$ cat src/rtl/vga.svh
// vga.svh: VGA frame-counter sideband that travels alongside every pixel.
`ifndef VGA_SVH
`define VGA_SVH
typedef struct packed {
   logic [10:0] hc;
   logic [10:0] vc;
   logic        frame_start;
} vga_fc_t;
`endif

$ cat src/rtl/video_fade_pkg.sv
// video_fade_pkg: brightness constants, register map and FSM states for video_fade_core.
package video_fade_pkg;
`include "vga.svh"
   localparam int LEVEL_W = 5;
   localparam logic [LEVEL_W-1:0] LEVEL_MAX = 5'd16;
   localparam logic REG_CTRL = 1'b0;
   localparam logic REG_FPS  = 1'b1;
   typedef enum logic [1:0] {IDLE, FADE_IN, FADE_OUT} fade_state_e;
endpackage

$ cat src/rtl/video_fade_scale.sv
// video_fade_scale: combinational channel scaler, c * level / 16.
module video_fade_scale
   import video_fade_pkg::*;
#(
   parameter int W = 4
) (
   input  logic [W-1:0]       c_i,
   input  logic [LEVEL_W-1:0] level_i,
   output logic [W-1:0]       c_o
);
   logic [W+LEVEL_W-1:0] prod;
   logic                 unused_prod;
   assign prod        = c_i * level_i;
   // level never exceeds 16, so the product always fits back into W bits
   assign c_o         = prod[W+3:4];
   assign unused_prod = ^{prod[W+LEVEL_W-1], prod[3:0]};
endmodule

$ cat src/rtl/video_fade_core.sv
// video_fade_core: one-stage RGB pipeline with register-controlled brightness fade.
// Define VIDEO_FADE_DONE_EN to add the fade_done completion pulse output.
module video_fade_core
   import video_fade_pkg::*;
#(
   parameter int RSIZE    = 4,
   parameter int GSIZE    = 4,
   parameter int BSIZE    = 4,
   parameter int RGB_SIZE = 12
) (
   input  logic                clk,
   input  logic                rst,
   input  logic                avs_address,
   input  logic                avs_write,
   input  logic [31:0]         avs_writedata,
   input  vga_fc_t             src_fc,
   input  logic                src_vld,
   input  logic [RGB_SIZE-1:0] src_rgb,
   output logic                src_rdy,
   output vga_fc_t             snk_fc,
   output logic                snk_vld,
   output logic [RGB_SIZE-1:0] snk_rgb,
   input  logic                snk_rdy
`ifdef VIDEO_FADE_DONE_EN
   ,output logic               fade_done
`endif
);
   fade_state_e          state_q, state_d;
   logic [LEVEL_W-1:0]   level_q, level_d;
   logic [7:0]           cnt_q, cnt_d, fps_q, fps_d, fps_eff;
   logic                 enable_q, enable_d, snk_vld_q, snk_vld_d;
   vga_fc_t              snk_fc_q, snk_fc_d;
   logic [RGB_SIZE-1:0]  snk_rgb_q, snk_rgb_d, scaled;
   logic                 wr_ctrl, wr_fps, in_xfer, tick, at_end, unused_wdata;
   assign wr_ctrl      = avs_write & (avs_address == REG_CTRL);
   assign wr_fps       = avs_write & (avs_address == REG_FPS);
   assign src_rdy      = snk_rdy | ~snk_vld_q;
   assign in_xfer      = src_vld & src_rdy;
   // a ctrl write wins over a simultaneous frame_start, which then goes uncounted
   assign tick         = in_xfer & src_fc.frame_start & ~wr_ctrl;
   assign fps_eff      = (fps_q == 8'd0) ? 8'd1 : fps_q;
   assign at_end       = (state_q == FADE_IN && level_q == LEVEL_MAX) || (state_q == FADE_OUT && level_q == '0);
   assign unused_wdata = ^avs_writedata[31:8];
   always_comb begin
      state_d = state_q;
      level_d = level_q;
      cnt_d   = cnt_q;
      if (wr_ctrl && (avs_writedata[2] || avs_writedata[1])) begin
         state_d = avs_writedata[2] ? FADE_OUT : FADE_IN;
         cnt_d   = '0;
      end else if (tick && state_q != IDLE) begin
         if (at_end) begin
            state_d = IDLE;
            cnt_d   = '0;
         end else if (cnt_q + 8'd1 >= fps_eff) begin
            cnt_d   = '0;
            level_d = (state_q == FADE_IN) ? level_q + 5'd1 : level_q - 5'd1;
            state_d = (level_d == LEVEL_MAX || level_d == '0) ? IDLE : state_q;
         end else begin
            cnt_d = cnt_q + 8'd1;
         end
      end
   end
   video_fade_scale #(.W(RSIZE)) u_r (.c_i(src_rgb[RGB_SIZE-1 -: RSIZE]), .level_i(level_d), .c_o(scaled[RGB_SIZE-1 -: RSIZE]));
   video_fade_scale #(.W(GSIZE)) u_g (.c_i(src_rgb[GSIZE+BSIZE-1 -: GSIZE]), .level_i(level_d), .c_o(scaled[GSIZE+BSIZE-1 -: GSIZE]));
   video_fade_scale #(.W(BSIZE)) u_b (.c_i(src_rgb[BSIZE-1:0]), .level_i(level_d), .c_o(scaled[BSIZE-1:0]));
   assign enable_d  = wr_ctrl ? avs_writedata[0] : enable_q;
   assign fps_d     = wr_fps ? avs_writedata[7:0] : fps_q;
   assign snk_vld_d = src_rdy ? src_vld : snk_vld_q;
   assign snk_fc_d  = in_xfer ? src_fc : snk_fc_q;
   assign snk_rgb_d = in_xfer ? (enable_q ? scaled : src_rgb) : snk_rgb_q;
   always_ff @(posedge clk or negedge rst) begin
      if (!rst) begin
         state_q   <= IDLE;
         level_q   <= LEVEL_MAX;
         cnt_q     <= '0;
         enable_q  <= 1'b0;
         fps_q     <= 8'd1;
         snk_vld_q <= 1'b0;
         snk_fc_q  <= '0;
         snk_rgb_q <= '0;
      end else begin
         state_q   <= state_d;
         level_q   <= level_d;
         cnt_q     <= cnt_d;
         enable_q  <= enable_d;
         fps_q     <= fps_d;
         snk_vld_q <= snk_vld_d;
         snk_fc_q  <= snk_fc_d;
         snk_rgb_q <= snk_rgb_d;
      end
   end
   assign snk_vld = snk_vld_q;
   assign snk_fc  = snk_fc_q;
   assign snk_rgb = snk_rgb_q;
`ifdef VIDEO_FADE_DONE_EN
   logic done_q;
   always_ff @(posedge clk or negedge rst) begin
      if (!rst) done_q <= 1'b0;
      else      done_q <= (state_q != IDLE) && (state_d == IDLE);
   end
   assign fade_done = done_q;
`endif
endmodule

$ cat config.mk
export PLATFORM = sky130hd
export DESIGN_NAME = video_fade_core
export DESIGN_NICKNAME = d
export VERILOG_FILES = /design/src/rtl/video_fade_pkg.sv /design/src/rtl/video_fade_scale.sv /design/src/rtl/video_fade_core.sv
export VERILOG_INCLUDE_DIRS = /design/src /design/src/rtl
export SDC_FILE = /design/constraint.sdc
export NUM_CORES = 1
export LEC_CHECK = 0
export ABC_CLOCK_PERIOD_IN_PS = 13410
export BUFFER_PORTS_ARGS = -buffer_cell sky130_fd_sc_hd__buf_2
export CORE_ASPECT_RATIO = 1.5
export CORE_MARGIN = 4
export CORE_UTILIZATION = 58
export CTS_CLUSTER_SIZE = 14
export DETAILED_ROUTE_END_ITERATION = 12
export GPL_ROUTABILITY_DRIVEN = 0
export GPL_TIMING_DRIVEN = 0
export PLACE_DENSITY = 0.86
export SLEW_MARGIN = 5
export SYNTH_ARGS = -nofsm -noshare
export SYNTH_HDL_FRONTEND = slang
export SYNTH_SLANG_ARGS = --single-unit
$ cat constraint.sdc
create_clock -name clk -period 13.41 [get_ports clk]
set_input_delay 4.023 -clock clk [delete_from_list [all_inputs] [get_ports clk]]
set_output_delay 4.023 -clock clk [all_outputs]
set_load 0.02 [all_outputs]
==> results_tabular.tex, run 1 <==
\begin{tabular}{lr}
\hline
Metric & Value \\
\hline
\multicolumn{2}{l}{\textbf{Routing}} \\
Count of nets left with antenna violations after detail routing & 0 \\
Total routed wirelength & 10600 um \\
Detailed-route DRC error count & 0 \\
DRT Pass-1 Iters & 4 \\
First-iteration detailed-routing DRC count & 159 \\
Routed via count & 3714 \\
Via density & 5.49 \\
Wirelength per Cell & 15.6 um \\
\multicolumn{2}{l}{\textbf{STA}} \\
Slack of the critical path & 4.56 ns \\
Unrepaired setup endpoints after global routing & no \\
Worst slew margin relative to its limit & 43.8\% \\
Number of endpoints failing setup at the final stage & 0 \\
Setup total negative slack & 0 ns \\
Post-route fraction of the period consumed by the critical path & 66.0\% \\
Final hold violation count & 0 \\
Final Skew & 0.00891 ns \\
Clock period minus final worst setup slack & 8.85 ns \\
FMAX & 113 MHz \\
Pins Over Slew Limit & 0 \\
Slew at the pin closest to its max-slew limit & 0.839 ns \\
\multicolumn{2}{l}{\textbf{Finish}} \\
Number of nets in the layout & 700 \\
Proportion of layout cells with a drive suffix above 1 & 21.5\% \\
Count of inserted antenna diode cells & 0 \\
Synth-to-Final Area Change & 17.7\% \\
\multicolumn{2}{l}{\textbf{Synthesis}} \\
Synthesized-area fraction occupied by and/or/nand/nor cells & 22.0\% \\
Primary flip-flop cell chosen by synthesis mapping & sky130\_fd\_sc\_hd\_\_dfrtp\_1 \\
Count leader, synth & sky130\_fd\_sc\_hd\_\_nand2\_1 \\
Total nets after synthesis & 604 \\
Adder-Cell Fraction of Synth Area & 18.7\% \\
Largest area contributor in the netlist & sky130\_fd\_sc\_hd\_\_dfrtp\_1 \\
Per-instance average area after synthesis & 9.23 sq um \\
Yosys synthesis warning count & 0 \\
Xor/xnor share of the synthesized area & 5.36\% \\
Yosys reg bits & 60 \\
Synth top area cells & sky130\_fd\_sc\_hd\_\_dfrtp\_1 33\%, sky130\_fd\_sc\_hd\_\_ha\_1 11\%, sky130\_fd\_sc\_hd\_\_nand2\_1 9.2\% \\
Post-synthesis instance total & 475 \\
Post-synth EDFFs & 0 \\
Most common library cells after synthesis & 107 x sky130\_fd\_sc\_hd\_\_nand2\_1, 58 x sky130\_fd\_sc\_hd\_\_dfrtp\_1, 40 x sky130\_fd\_sc\_hd\_\_ha\_1 \\
Area of the mapped netlist & 0.00439 sq mm \\
Post-synthesis mux area share & 3.91\% \\
Sequential area share after synthesis & 34.3\% \\
Count of cell types in the netlist & 49 \\
Main combinational cell family by area after synthesis & simple AND/OR/NAND/NOR gates \\
Yosys top cell area share & 33.1\% \\
Async S/R FF share, synth & 100\% \\
Complex-gate fraction of the synthesized area & 11.4\% \\
\multicolumn{2}{l}{\textbf{Clock tree}} \\
Number of levels the H-tree was split into & 3 \\
Maximum clock path buffer count & 2 \\
Hold Buf Count CTS & 0 \\
CTS tree & done \\
Worst-Skew Late Latency & 0.35 ns \\
CTS clock-pin slew for the worst setup and hold paths & 0.08 ns \\
Number of buffers created by CTS & 9 \\
Root buf cell & sky130\_fd\_sc\_hd\_\_clkbuf\_8 \\
Post-CTS setup buffer count & 0 \\
Resize count post-CTS & 0 \\
Clock sink total & 60 \\
\multicolumn{2}{l}{\textbf{Power}} \\
Part of the power in combinational logic & 41.3\% \\
Switching share of power & 39.0\% \\
Relative contribution of the clock network to total power & 25.9\% \\
Total power density per cell area & 138 mW/mm\^{}2 \\
Worst IR drop on VDD & 77.4 uV \\
Net load switching power & 278 uW \\
Power share of the sequential group & 32.8\% \\
Internal Pwr Total & 436 uW \\
Static Leakage & 2.71 nW \\
\multicolumn{2}{l}{\textbf{Floorplanning}} \\
Height of the die & 114 um \\
Standard cell core area & 0.00732 sq mm \\
Starting density of the core & 59.9\% \\
Cell Rows & 38 \\
Top Ports & 110 \\
Die area & 0.00905 sq mm \\
Width of the die & 79 um \\
\multicolumn{2}{l}{\textbf{Flow run}} \\
Max-cap viol count & 0 \\
\multicolumn{2}{l}{\textbf{Critical path}} \\
Required time reported for the critical path endpoint & 13.63 ns \\
Worst EP arrival & 9.07 ns \\
Critical path peak fanout & 10 \\
WS Path Type & primary input to register \\
Worst setup EP type & register \\
Critical Path Source Type & primary input \\
\multicolumn{2}{l}{\textbf{Place}} \\
DP HPWL & 8180 um \\
Buffers added on ports & 85 \\
Placement-stage worst setup slack & 4.22 ns \\
\multicolumn{2}{l}{\textbf{GRT}} \\
Vias in the first global route & 3943 \\
Number of antenna violations at the first check in global routing & 0 \\
Global-route wire length before repair & 17900 um \\
Total congestion overflow & 0 \\
Largest net degree at the start of global routing & 61 \\
All-layer global routing usage & 25.0\% \\
\multicolumn{2}{l}{\textbf{Outcome}} \\
Status & finished clean \\
\multicolumn{2}{l}{\textbf{Hold path}} \\
Min-delay worst type & register to register \\
\hline
\end{tabular}
## metal layers
| layer | global-route usage (%) | vias up | routed length [um] |
|---|---|---|---|
| li1 | - | 1791 | - |
| met1 | 28.3 | 1785 | 4010 |
| met2 | 44.4 | 109 | 5680 |
| met3 | 5.75 | 29 | 544 |
| met4 | 10.9 | 0 | 334 |
| met5 | 0 | - | 0 |
## worst max-delay path: stages
cell	delay, ns
sky130_fd_sc_hd__buf_2	0.07
sky130_fd_sc_hd__nand2b_1	0.15
sky130_fd_sc_hd__nand2_1	0.10
sky130_fd_sc_hd__or3_1	0.49
sky130_fd_sc_hd__a21o_2	0.25
sky130_fd_sc_hd__buf_2	0.18
sky130_fd_sc_hd__o31ai_1	0.59
sky130_fd_sc_hd__buf_2	0.33
sky130_fd_sc_hd__nand2_1	0.09
sky130_fd_sc_hd__fa_1	0.46
sky130_fd_sc_hd__fa_1	0.55
sky130_fd_sc_hd__inv_1	0.05
sky130_fd_sc_hd__ha_1	0.27
sky130_fd_sc_hd__and4_1	0.22
sky130_fd_sc_hd__and4_1	0.21
sky130_fd_sc_hd__a211oi_1	0.48
sky130_fd_sc_hd__xnor2_1	0.11
sky130_fd_sc_hd__mux2i_1	0.30
sky130_fd_sc_hd__o21ai_0	0.13
## power groups by stage
| stage | Clock, mW | Combinational, mW | Sequential (mW) |
|---|---|---|---|
| after detailed placement | 0 | 0.294 | 0.237 |
| after global routing | 0.195 | 0.332 | 0.238 |
| after floorplan | 0 | 0.190 | 0.255 |
| after CTS | 0.186 | 0.297 | 0.234 |
| final | 0.185 | 0.295 | 0.234 |
| after global placement | 0 | 0.280 | 0.235 |
## stage by stage
| step | instances | hold WS (ns) | util, % | area (sq um) | total power, mW |
|---|---|---|---|---|---|
| 2_1_floorplan | 475 | 0.450 | - | 4390 | 0.445 |
| 3_3_place_gp | 660 | 0.454 | 67.4 | 4940 | 0.515 |
| 3_5_place_dp | 660 | 0.457 | 67.4 | 4940 | 0.531 |
| 4_1_cts | 676 | 0.476 | 70.5 | 5160 | 0.716 |
| 5_1_grt | 676 | 0.498 | 70.5 | 5160 | 0.766 |
| 6_report | 676 | 0.475 | 70.5 | 5160 | 0.714 |
## sequential cells by signal, indices dropped and copies added (netlist names)
name      count
state_q       2
enable_q      1
snk_rgb      12
fps_q         8
cnt_q         8
level_q       5
snk_fc       23
snk_vld       1
## logic make-up after synthesis
logic type	count (synthesis)
compound gates	71
xor+xnor	26
fa+ha+maj	56
buf+inv	49
flops	60
mux	16
simple gates	197
## area by class of cell
type,instances,area [sq um]
Fill cell,582,2160
Sequential cell,60,1500
Clock buffer,9,124
Multi-Input combinational cell,366,2690
Tap cell,100,125
Inverter,33,124
Timing Repair Buffer,85,428
Clock inverter,7,98.8
Buffer,16,66.3
## cells in the final DEF (no fill, tap or decap), types with 3 or more instances in the layout
cell,Yosys,layout
sky130_fd_sc_hd__nand2_1,107,107
sky130_fd_sc_hd__buf_2,5,89
sky130_fd_sc_hd__dfrtp_1,58,58
sky130_fd_sc_hd__ha_1,40,40
sky130_fd_sc_hd__inv_1,33,33
sky130_fd_sc_hd__and2_1,33,33
sky130_fd_sc_hd__a21oi_1,17,17
sky130_fd_sc_hd__xnor2_1,16,16
sky130_fd_sc_hd__fa_1,16,16
sky130_fd_sc_hd__o21ai_0,15,15
sky130_fd_sc_hd__nor2_1,12,12
sky130_fd_sc_hd__nor3b_1,10,10
sky130_fd_sc_hd__xor2_1,9,9
sky130_fd_sc_hd__nand2b_1,9,9
sky130_fd_sc_hd__mux2_2,9,9
sky130_fd_sc_hd__clkbuf_1,9,9
sky130_fd_sc_hd__clkbuf_8,0,9
sky130_fd_sc_hd__a32o_1,8,8
sky130_fd_sc_hd__mux2i_1,7,7
sky130_fd_sc_hd__a21o_1,5,5
sky130_fd_sc_hd__and4_1,5,5
sky130_fd_sc_hd__nand3_1,4,4
sky130_fd_sc_hd__o21ai_1,4,4
sky130_fd_sc_hd__or3_1,4,4
sky130_fd_sc_hd__a211oi_1,3,3
sky130_fd_sc_hd__nor2b_1,3,3
sky130_fd_sc_hd__o31ai_1,3,3
sky130_fd_sc_hd__o21bai_1,3,3
## worst paths after layout
path / startpoint / slack [ns] / depth (start not counted) / end
max: snk_rdy / 4.56 / 19 / snk_rgb[1]
min: snk_fc[5] / 0.48 / 2 / snk_fc[5]
max reg2reg: cnt_q[0] / 7.09 / 24 / snk_rgb[1]
min reg2reg: snk_fc[5] / 0.48 / 2 / snk_fc[5]
max in group asynchronous: rst / 9.17 / 1 / snk_fc[7]
min in group asynchronous: rst / 3.73 / 1 / cnt_q[6]
(Power assumes the default switching activity.)
==> run 2, diff against run 1 <==
- ABC_AREA: unset -> 1
- ABC_CLOCK_PERIOD_IN_PS: 13410 -> 8900
- CORE_UTILIZATION: 58 -> 55
- PLACE_DENSITY: 0.86 -> 0.82
- clock period: 13.41 -> 8.9 ns (I/O delays scaled with it)
==> run 2 against run 1 <==
- first-iteration DRC count rose by 24%
- critical endpoint is now snk_rgb[3]
- routed wire length increased by 11%
- utilization fell by 3.3 points
- largest cell class unchanged
- die area up 9.2%
- combinational power up 50%
==> results_tabular.tex, run 2 <==
\begin{tabular}{lr}
\hline
Metric & Value \\
\hline
\multicolumn{2}{l}{\textbf{Outcome}} \\
Status & finished clean \\
\multicolumn{2}{l}{\textbf{Synthesis}} \\
Complex-gate fraction of the synthesized area & 7.25\% (-4.2 points) \\
Sequential area share after synthesis & 32.9\% (-1.4 points) \\
Synth top area cells & sky130\_fd\_sc\_hd\_\_dfrtp\_1 32\%, sky130\_fd\_sc\_hd\_\_nand2\_1 16\%, sky130\_fd\_sc\_hd\_\_ha\_1 11\% \\
Count of cell types in the netlist & 38 (-22\%) \\
Main combinational cell family by area after synthesis & simple AND/OR/NAND/NOR gates \\
Most common library cells after synthesis & 194 x sky130\_fd\_sc\_hd\_\_nand2\_1, 94 x sky130\_fd\_sc\_hd\_\_inv\_1, 58 x sky130\_fd\_sc\_hd\_\_dfrtp\_1 \\
Per-instance average area after synthesis & 7.54 sq um (-18\%) \\
Adder-Cell Fraction of Synth Area & 17.9\% (-0.78 points) \\
Count leader, synth & sky130\_fd\_sc\_hd\_\_nand2\_1 \\
Yosys reg bits & 60 (unchanged) \\
Area of the mapped netlist & 0.00458 sq mm (+4.3\%) \\
Primary flip-flop cell chosen by synthesis mapping & sky130\_fd\_sc\_hd\_\_dfrtp\_1 \\
Post-synth EDFFs & 0 (unchanged) \\
Async S/R FF share, synth & 100\% (unchanged) \\
Largest area contributor in the netlist & sky130\_fd\_sc\_hd\_\_dfrtp\_1 \\
Total nets after synthesis & 736 (+22\%) \\
Post-synthesis instance total & 607 (+28\%) \\
Yosys synthesis warning count & 0 (unchanged) \\
Synthesized-area fraction occupied by and/or/nand/nor cells & 30.6\% (+8.7 points) \\
Post-synthesis mux area share & 0.246\% (-3.7 points) \\
Xor/xnor share of the synthesized area & 2.30\% (-3.1 points) \\
Yosys top cell area share & 31.7\% (-1.4 points) \\
\multicolumn{2}{l}{\textbf{Critical path}} \\
Worst reg2reg startpoint & cnt\_q[0] \\
Worst setup EP type & register \\
Critical Path Source Type & primary input \\
Worst EP arrival & 6.65 ns (-2.42 ns) \\
Largest incremental delay on the critical path & 0.54 ns (-0.05 ns) \\
End of the worst register-to-register path & snk\_rgb[3] \\
Required time reported for the critical path endpoint & 9.12 ns (-4.51 ns) \\
WS Path Type & primary input to register \\
Reg2reg setup slack & 3.58 ns (-3.51 ns) \\
Worst r2r path cells & 29 (+21\%) \\
Cell-by-cell listing of the critical path & buf\_2 > nor2\_1 > inv\_1 > o21ai\_2 > nor2\_8 > nand2\_4 > inv\_1 > or2\_2 > nand3\_2 > nor2\_1 > fa\_1 > inv\_1 > fa\_1 > inv\_1 > ha\_1 > a21oi\_1 > nor3\_1 > a211oi\_1 > nand2\_1 > nand2\_1 > nand3\_1 > nand2\_1 > nand2\_1 \\
CP max-delay cell & sky130\_fd\_sc\_hd\_\_fa\_1 \\
Critical path peak fanout & 9 (-1) \\
\multicolumn{2}{l}{\textbf{STA}} \\
Slack of the critical path & 2.47 ns (-2.10 ns) \\
FMAX & 155 MHz \\
Clock period minus final worst setup slack & 6.43 ns \\
Slew at the pin closest to its max-slew limit & 0.752 ns (-0.0868 ns) \\
Setup total negative slack & 0 ns (unchanged) \\
Pins Over Slew Limit & 0 (unchanged) \\
Post-route fraction of the period consumed by the critical path & 72.3\% \\
Final Skew & 0.00537 ns (-0.00354 ns) \\
Final hold violation count & 0 (unchanged) \\
Worst slew margin relative to its limit & 49.9\% (+6.1 points) \\
Number of endpoints failing setup at the final stage & 0 (unchanged) \\
Unrepaired setup endpoints after global routing & no \\
Fin Hold WS & 0.465 ns (-0.0102 ns) \\
\multicolumn{2}{l}{\textbf{Clock tree}} \\
Root buf cell & sky130\_fd\_sc\_hd\_\_clkbuf\_16 \\
Number of buffers created by CTS & 9 (unchanged) \\
Hold Buf Count CTS & 0 (unchanged) \\
Maximum clock path buffer count & 2 (unchanged) \\
Resize count post-CTS & 0 (unchanged) \\
Worst-Skew Late Latency & 0.33 ns (-0.02 ns) \\
Number of levels the H-tree was split into & 3 (unchanged) \\
CTS tree & done \\
Clock sink total & 60 (unchanged) \\
Post-CTS setup buffer count & 0 (unchanged) \\
CTS clock-pin slew for the worst setup and hold paths & 0.05 ns (-0.03 ns) \\
\multicolumn{2}{l}{\textbf{GRT}} \\
Vias in the first global route & 4530 (+15\%) \\
Number of antenna violations at the first check in global routing & 0 (unchanged) \\
Largest net degree at the start of global routing & 61 (unchanged) \\
Global-route wire length before repair & 20100 um (+13\%) \\
Total congestion overflow & 0 (unchanged) \\
All-layer global routing usage & 26.3\% (+1.3 points) \\
\multicolumn{2}{l}{\textbf{Place}} \\
Placement-stage worst setup slack & 2.16 ns (-2.06 ns) \\
DP HPWL & 9200 um (+12\%) \\
Buffers added on ports & 85 (unchanged) \\
Placed Cells incl. Taps & 797 (+21\%) \\
Placed cell area & 0.00513 sq mm (+4.0\%) \\
\multicolumn{2}{l}{\textbf{Routing}} \\
First-iteration detailed-routing DRC count & 197 (+24\%) \\
Wirelength per Cell & 14.4 um (-7.8\%) \\
DRT Pass-1 Iters & 4 (unchanged) \\
Detailed-route DRC error count & 0 (unchanged) \\
Count of nets left with antenna violations after detail routing & 0 (unchanged) \\
Total routed wirelength & 11700 um (+11\%) \\
Via density & 5.28 (-4.0\%) \\
Routed via count & 4289 (+15\%) \\
\multicolumn{2}{l}{\textbf{Finish}} \\
Core Util, Final & 67.2\% (-3.3 points) \\
Proportion of layout cells with a drive suffix above 1 & 18.8\% (-2.7 points) \\
Top library cells by usage in the layout, fill and taps aside & 194 x sky130\_fd\_sc\_hd\_\_nand2\_1, 94 x sky130\_fd\_sc\_hd\_\_inv\_1, 84 x sky130\_fd\_sc\_hd\_\_buf\_2, 58 x sky130\_fd\_sc\_hd\_\_dfrtp\_1, 50 x sky130\_fd\_sc\_hd\_\_nor2\_1 \\
Max FFs per register & 23 (unchanged) \\
Final std cells w/o fill & 813 (+20\%) \\
Total of fill cells in the finished design & 666 (+14\%) \\
Number of nets in the layout & 832 (+19\%) \\
Most common cell after layout, fill and taps aside & sky130\_fd\_sc\_hd\_\_nand2\_1 \\
Synth-to-Final Area Change & 18.3\% \\
Count of inserted antenna diode cells & 0 (unchanged) \\
Post-route cell area & 0.00541 sq mm (+4.9\%) \\
\multicolumn{2}{l}{\textbf{Floorplanning}} \\
Cell Rows & 40 (+5.3\%) \\
Height of the die & 120 um (+4.6\%) \\
Die area & 0.00987 sq mm (+9.2\%) \\
Top Ports & 110 (unchanged) \\
Width of the die & 82.5 um (+4.4\%) \\
Starting density of the core & 56.8\% (-3.1 points) \\
Standard cell core area & 0.00806 sq mm (+10\%) \\
\multicolumn{2}{l}{\textbf{Power}} \\
Worst IR drop on VDD & 123 uV (+59\%) \\
Total power density per cell area & 205 mW/mm\^{}2 (+48\%) \\
Static Leakage & 3.18 nW (+17\%) \\
Total power & 1.11 mW (+55\%) \\
\multicolumn{2}{l}{\textbf{Hold path}} \\
Number of cells on the worst hold path & 2 (unchanged) \\
Min-delay worst type & register to register \\
Hold path start & snk\_fc[12] \\
Capture endpoint of the worst hold path & snk\_fc[12] \\
\multicolumn{2}{l}{\textbf{Flow run}} \\
Max-cap viol count & 0 (unchanged) \\
\hline
\end{tabular}
-- run 2: area by class of cell --
cell class | instances | area (sq um) | share of cell area (%)
plain buffers | 9 | 33.8 | 0.624
multi-input cells | 440 | 2670 | 49.3
well taps | 105 | 131 | 2.43
inverters | 98 | 368 | 6.79
clock buffers | 11 | 243 | 4.48
flip-flops and latches | 60 | 1500 | 27.8
clock inverters | 5 | 36.3 | 0.670
repair buffers | 85 | 428 | 7.90
-- run 2: critical path: cells and delay by family --
| family | cells | cell delay (ns) |
|---|---|---|
| and+or+nand+nor | 12 | 1.52 |
| adders and majority gates | 3 | 1.42 |
| AOI/OAI and AO/OA | 3 | 0.57 |
| buffers and inverters | 5 | 0.48 |
-- run 2: worst max-delay path by stage --
stage / from / end / cells after the start
3_5_place_dp: avs_address / snk_rgb[3] / 23
2_1_floorplan: avs_write / snk_rgb[3] / 23
3_3_place_gp: avs_address / snk_rgb[3] / 23
5_1_grt: avs_address / snk_rgb[11] / 23
6_report: avs_address / snk_rgb[3] / 23
4_1_cts: avs_address / snk_rgb[3] / 23
-- run 2: metal layers --
metal / share of wire, % / routed length [um] / track usage, %
met5: 0 / 0 / 0
met4: 5.8 / 676 / 17.2
met3: 4.0 / 467 / 5.18
met2: 53 / 6220 / 46.1
met1: 37 / 4360 / 27.2
-- run 2: logic make-up after synthesis --
group | Yosys count
simple gates | 317
flops | 60
xor+xnor | 12
mux | 1
compound gates | 54
buf+inv | 107
fa+ha+maj | 56
-- run 2: power by group --
group          internal [mW]  leakage [nW]  switching, mW  total (mW)
Combinational          0.158          2.32          0.285       0.443
Clock                  0.196         0.128          0.129       0.326
Sequential             0.313         0.729         0.0261       0.339
Total                  0.667          3.18          0.441        1.11
